**src/rtl/global.vh**
```
// Project-wide flit field widths shared by the router blocks.
`ifndef GLOBAL_VH
`define GLOBAL_VH

`define TIME_WIDTH      8
`define VC_INDEX_WIDTH  2
`define DATA_WIDTH      16

`endif

```
**src/rtl/vc_input_buffer_pkg.sv**
```systemverilog
// Shared types and constants for the per-port virtual-channel input buffer.
`include "global.vh"

package vc_input_buffer_pkg;

    localparam int NUM_VC = 4;
    localparam int TIME_W = `TIME_WIDTH;
    localparam int VC_W   = `VC_INDEX_WIDTH;
    localparam int DATA_W = `DATA_WIDTH;

    typedef struct packed {
        logic [TIME_W-1:0] ts;
        logic [DATA_W-1:0] data;
    } flit_t;

    // One-hot select of a VC, all zeros when the request is idle.
    function automatic logic [NUM_VC-1:0] vc_onehot(input logic en, input logic [VC_W-1:0] vc);
        vc_onehot = '0;
        if (en) begin
            vc_onehot[vc] = 1'b1;
        end
    endfunction

endpackage

```
**src/rtl/vcFifo.sv**
```systemverilog
// Single-VC flit FIFO: DEPTH slots, head visible combinationally after each edge.
module vcFifo
    import vc_input_buffer_pkg::*;
#(
    parameter  int DEPTH = 4,
    localparam int CNT_W = $clog2(DEPTH) + 1
) (
    input  logic              clk,
    input  logic              rst_n,
    input  logic              push,
    input  logic              pop,
    input  flit_t             push_flit,
    output logic [TIME_W-1:0] head_time,
    output logic [DATA_W-1:0] head_data,
    output logic              empty,
    output logic              full,
    output logic [CNT_W-1:0]  count
);

    localparam int PTR_W = $clog2(DEPTH);

    flit_t            mem [DEPTH];
    logic [PTR_W-1:0] head_reg;
    logic [PTR_W-1:0] tail_reg;
    logic [CNT_W-1:0] count_reg;
    logic             push_ok;
    logic             pop_ok;

    assign empty   = (count_reg == '0);
    assign full    = (count_reg == CNT_W'(DEPTH));
    assign push_ok = push && !full;
    assign pop_ok  = pop && !empty;

    // Storage is left unreset; stale slots are masked by the empty flag.
    always_ff @(posedge clk) begin
        if (push_ok) begin
            mem[tail_reg] <= push_flit;
        end
    end

    always_ff @(posedge clk or negedge rst_n) begin
        if (!rst_n) begin
            head_reg  <= '0;
            tail_reg  <= '0;
            count_reg <= '0;
        end else begin
            if (push_ok) begin
                tail_reg <= tail_reg + PTR_W'(1);
            end
            if (pop_ok) begin
                head_reg <= head_reg + PTR_W'(1);
            end
            case ({push_ok, pop_ok})
                2'b10:   count_reg <= count_reg + CNT_W'(1);
                2'b01:   count_reg <= count_reg - CNT_W'(1);
                default: count_reg <= count_reg;
            endcase
        end
    end

    // An empty VC reports the latest possible time so it never wins oldest-first arbitration.
    assign head_time = empty ? '1 : mem[head_reg].ts;
    assign head_data = mem[head_reg].data;
    assign count     = count_reg;

endmodule

```
**src/rtl/vc_input_buffer.sv**
```systemverilog
// Input port buffer: one FIFO per VC, VC decode, payload select, credit return, overflow flag.
module vc_input_buffer
    import vc_input_buffer_pkg::*;
#(
    parameter  int DEPTH = 4,
    localparam int CNT_W = $clog2(DEPTH) + 1
) (
    input  logic              clk,
    input  logic              rst_n,
    input  logic              in_valid,
    input  logic [VC_W-1:0]   in_vc,
    input  logic [TIME_W-1:0] in_time,
    input  logic [DATA_W-1:0] in_data,
    input  logic              deq_valid,
    input  logic [VC_W-1:0]   deq_vc,
    output logic [TIME_W-1:0] time_out_0,
    output logic [TIME_W-1:0] time_out_1,
    output logic [TIME_W-1:0] time_out_2,
    output logic [TIME_W-1:0] time_out_3,
    output logic [DATA_W-1:0] data_out,
    output logic [NUM_VC-1:0] empty,
    output logic [NUM_VC-1:0] full,
    output logic [NUM_VC-1:0] credit_out,
    output logic              overflow_err
);

    logic [NUM_VC-1:0] push_req;
    logic [NUM_VC-1:0] pop_req;
    logic [NUM_VC-1:0] pop_ok;
    logic [NUM_VC-1:0] vc_empty;
    logic [NUM_VC-1:0] vc_full;
    logic [NUM_VC-1:0] credit_reg;
    logic              overflow_reg;
    logic [TIME_W-1:0] head_time [NUM_VC];
    logic [DATA_W-1:0] head_data [NUM_VC];
    logic [CNT_W-1:0]  vc_count  [NUM_VC];
    flit_t             in_flit;

    assign in_flit  = '{ts: in_time, data: in_data};
    assign push_req = vc_onehot(in_valid, in_vc);
    assign pop_req  = vc_onehot(deq_valid, deq_vc);

    genvar gi;
    generate
        for (gi = 0; gi < NUM_VC; gi++) begin : g_vc
            vcFifo #(
                .DEPTH(DEPTH)
            ) u_fifo (
                .clk       (clk),
                .rst_n     (rst_n),
                .push      (push_req[gi]),
                .pop       (pop_req[gi]),
                .push_flit (in_flit),
                .head_time (head_time[gi]),
                .head_data (head_data[gi]),
                .empty     (vc_empty[gi]),
                .full      (vc_full[gi]),
                .count     (vc_count[gi])
            );
            // A pop only returns a credit when the VC actually held a flit.
            assign pop_ok[gi] = pop_req[gi] && (vc_count[gi] != '0);
        end
    endgenerate

    always_ff @(posedge clk or negedge rst_n) begin
        if (!rst_n) begin
            credit_reg   <= '0;
            overflow_reg <= 1'b0;
        end else begin
            credit_reg <= pop_ok;
            if (in_valid && vc_full[in_vc]) begin
                overflow_reg <= 1'b1;
            end
        end
    end

    assign time_out_0   = head_time[0];
    assign time_out_1   = head_time[1];
    assign time_out_2   = head_time[2];
    assign time_out_3   = head_time[3];
    assign data_out     = head_data[deq_vc];
    assign empty        = vc_empty;
    assign full         = vc_full;
    assign credit_out   = credit_reg;
    assign overflow_err = overflow_reg;

endmodule
```
**config.mk**
```make
export PLATFORM = sky130hd
export DESIGN_NAME = vc_input_buffer
export DESIGN_NICKNAME = d
export VERILOG_FILES = /design/src/rtl/vc_input_buffer_pkg.sv /design/src/rtl/vcFifo.sv /design/src/rtl/vc_input_buffer.sv
export VERILOG_INCLUDE_DIRS = /design/src /design/src/rtl
export SDC_FILE = /design/constraint.sdc
export NUM_CORES = 1
export LEC_CHECK = 0
export CAP_MARGIN = 20
export CORE_MARGIN = 2
export CORE_UTILIZATION = 36
export DETAILED_ROUTE_END_ITERATION = 8
export DONT_BUFFER_PORTS = 1
export SLEW_MARGIN = 40
export SYNTH_ARGS = -nofsm -noshare
export SYNTH_HDL_FRONTEND = slang
export SYNTH_SLANG_ARGS = --single-unit
```
**constraint.sdc**
```tcl
create_clock -name clk -period 6 [get_ports clk]
set_input_delay 0.6 -clock clk [delete_from_list [all_inputs] [get_ports clk]]
set_output_delay 0.6 -clock clk [all_outputs]
set_load 0.05 [all_outputs]
```
==> flow_metrics.tcl <==
set metrics [dict create \
    chipHeight_microns 218 \
    final_nets 953 \
    final-setup-viol-count 0 \
    total_switching_power_w 0.00304 \
    final.setup.tns_ps 0 \
    yosysWarnings 0 \
    seq_power_share_pct 42.1 \
    dp.final_hpwl_microns 22200 \
    critical_path.max_stage_delay_ps 840 \
    multiInputGateArea_sq_um 3810 \
    yosys.cell_count.top_type "sky130_fd_sc_hd__edfxtp_1" \
    synthDominantCellAreaShare_pct 69.7 \
    track_usage_pct 14.5 \
    worst_r2r_startpoint "g_vc[1].u_fifo.count[0]$_DFFE_PN0P_" \
    ctsHtreeMaxLevel 2 \
    grt_start_max_net_pins 34 \
    wl_met2_microns 16600 \
    postSynth.asyncResetShare_pct 7.91 \
    synth_flop_cell "sky130_fd_sc_hd__edfxtp_1" \
    std_cell_rows 78 \
    hold_sp "in_data[0]" \
    critical_path_required_ps 5400 \
    maxSlewViolCount 0 \
    outcome "complete, no violations" \
    cts_tree "built" \
    port-buffer-count 0 \
    cts-buffers-inserted 41 \
    timing.critical_path.from "g_vc[0].u_fifo.head_reg[1]$_DFFE_PN0P_" \
    timing.hold.worst.class "in -> reg" \
    rsz0062_at_grt "false" \
    clk_pin_slew_ps 60 \
    post_synthesis_cell_count 883 \
    cp-end-kind "output pin" \
    regArea_sq_um 12400 \
    swShare_pct 34.5 \
    power.share.combinational_pct 28.4 \
    layout.core_utilization_pct 40.9 \
    final_worst_path_cycle_share_pct 61.2 \
    power.density_nw_per_um2 475 \
    slew_headroom_pct 47.9 \
    cts_root_buffer "sky130_fd_sc_hd__clkbuf_16" \
    fraction_of_the_yosys_area_taken_by_sequential_cells_pct 74.7 \
    route.detailed.drc 0 \
    final_hold_violation_count 0 \
    synthToLayoutAreaGrowth_pct 12.1 \
    type_of_origin_of_the_critical_path "register" \
    grt_antenna_before_repair 1 \
    grt.overflow.total 0 \
    mean_instance_size_in_the_synthesized_netlist_sq_um 18.7 \
    drt_first_pass_iters 5 \
    synth.lib_cells_used.distinct 42 \
    synthDominantAreaCellType "sky130_fd_sc_hd__edfxtp_1" \
    cts-root-to-sink-buffers 3 \
    cts_sinks 417 \
    intPower_w 0.00577 \
    timing.max_cap.violations 0 \
    leakagePower_nw 6.44 \
    finalWorstPathRequiredPeriod_ps 3670 \
    ir_worst_vdd_mv 0.187 \
    grt_pass1_vias 7850 \
    m1WireLength_microns 15000 \
    final_cells 1528 \
    worst_hold_slack_ps 154 \
    antenna_violating_nets_post_route 0 \
    synth_enable_flop_cells 384 \
    final_layout_size_suffix_gt1_share_pct 18.5 \
    numPlacedInstances 1452 \
    synth.cell_area_sq_um 16600 \
    core_area_sq_um 45400 \
    fillers 3996 \
    io_pins 93 \
    yosys-top-cells-area "sky130_fd_sc_hd__edfxtp_1 70%, sky130_fd_sc_hd__mux2i_1 7.9%, sky130_fd_sc_hd__dfrtp_1 5.0%" \
    num_antenna_cells 0 \
    avgRoutedWirePerCell_microns 22.5 \
    gp_routability_congestion 0.812 \
    effective_utilization_at_floorplan_pct 36.5 \
    fmaxAchievable_mhz 272 \
    grt_pass1_wl_microns 51600 \
    total_power_w 0.00881 \
    path_class "reg -> out" \
    post_cts_setup_bufs 0 \
    postRouteWirelength_microns 34400 \
    post_drt_via_cell_ratio 5.07 \
    chipWidth_microns 218 \
    synth.ff_latch_count 417 \
    clock_latency_on_the_worst_skew_pair_ps 540 \
    synth_commonest_cells "384 x sky130_fd_sc_hd__edfxtp_1, 131 x sky130_fd_sc_hd__mux2i_1, 64 x sky130_fd_sc_hd__o22ai_1" \
    cpMaxStageDelayCell "sky130_fd_sc_hd__or4_1" \
    critical_path.cell_chain "or3_1 > o22ai_1 > or4_1" \
    syn_nets 939 \
    dr_wl_met3_microns 2010 \
    fin_worst_skew_ps 12.4 \
    initialDrtViolationCount 582 \
    power.clock.fraction_pct 29.4 \
    largest_register_ffs 384 \
    routed.top_layer "met4" \
    critical_path_arrival_ps 3070 \
    routed-via-count 7752 \
    tightest_slew_ps 782 \
    die_area_sq_um 47700 \
    crit_fanout 16 \
]
[cells by family after synthesis]
family	after synthesis	synth area share, %
buffers and inverters	76	2.71
adder cells (fa/ha/maj)	24	2.00
flip-flops	417	74.7
AO/OA/AOI/OAI	69	2.60
multiplexers	167	12.5
XOR/XNOR	24	1.27
AND/OR/NAND/NOR	106	4.22
[what timing repair did]
item	4_1_cts	5_1_grt
hold buffers	2	0
endpoints found under the setup margin	0	0
endpoints found under the hold margin	33	0
resized for setup	0	0
[worst paths after layout]
path                                                               end  slack [ps]  cells past startpoint
worst min register to register     g_vc[0].u_fifo.count[2]$_DFFE_PN0P_         490                      1
min in group asynchronous       g_vc[0].u_fifo.tail_reg[0]$_DFFE_PN0P_         530                      2
worst max-delay path                                       data_out[7]        2330                      3
max in group asynchronous       g_vc[3].u_fifo.head_reg[0]$_DFFE_PN0P_        5260                      2
worst min-delay path                g_vc[0].u_fifo.mem[2][0]$_DFFE_PP_         150                      0
worst max register to register     g_vc[1].u_fifo.count[2]$_DFFE_PN0P_        3500                      9
[metrics by stage]
stage / setup slack, ps / cell area, sq um
after floorplan: 3470 / 16600
after global placement: 2890 / 17100
after detailed placement: 2900 / 17100
after CTS: 2310 / 18500
after global routing: 2250 / 18600
final: 2330 / 18600
[critical path: cells and delay by family, from the launching register on]
| family | cells | cell delay [ps] |
|---|---|---|
| simple gates | 2 | 1550 |
| compound gates | 1 | 310 |
| flops | 1 | 660 |
[layout make-up]
class | count | area share, %
multi-input cells | 390 | 20.5
flip-flops and latches | 417 | 66.6
clock inverters | 29 | 1.51
clock buffers | 45 | 5.84
well taps | 600 | 4.05
repair buffers | 21 | 0.930
inverters | 26 | 0.526
[per-layer routing]
layer,track usage (%),vias to the layer above
met1,19.8,4019
met2,23.4,196
met3,2.81,56
li1,-,3481
met5,0,-
met4,4.88,0
[power by group through the flow]
stage	Combinational (W)	Sequential, W	Clock, W
3_5_place_dp	0.00253	0.00378	0
6_report	0.00250	0.00371	0.00259
3_3_place_gp	0.00251	0.00376	0
4_1_cts	0.00255	0.00372	0.00265
2_1_floorplan	0.00232	0.00358	0
5_1_grt	0.00265	0.00375	0.00276
[placed cells by master, fill, tap and decap left out, drive strengths merged, types with 2 or more instances in the layout]
cell / instances
ha: 20
nand2: 3
or3: 2
buf: 20
mux2: 4
edfxtp: 384
or4: 16
and2: 17
clkinvlp: 3
o22ai: 64
clkbuf: 45
mux4: 32
xor2: 15
fa: 4
dfrtp: 33
or2: 32
or3b: 3
inv: 27
nor2: 9
nor3b: 7
nand3: 3
mux2i: 131
o21ai: 2
bufinv: 5
clkinv: 20
nor3: 5
nand3b: 5
xnor2: 9
(Power assumes the default switching activity.)
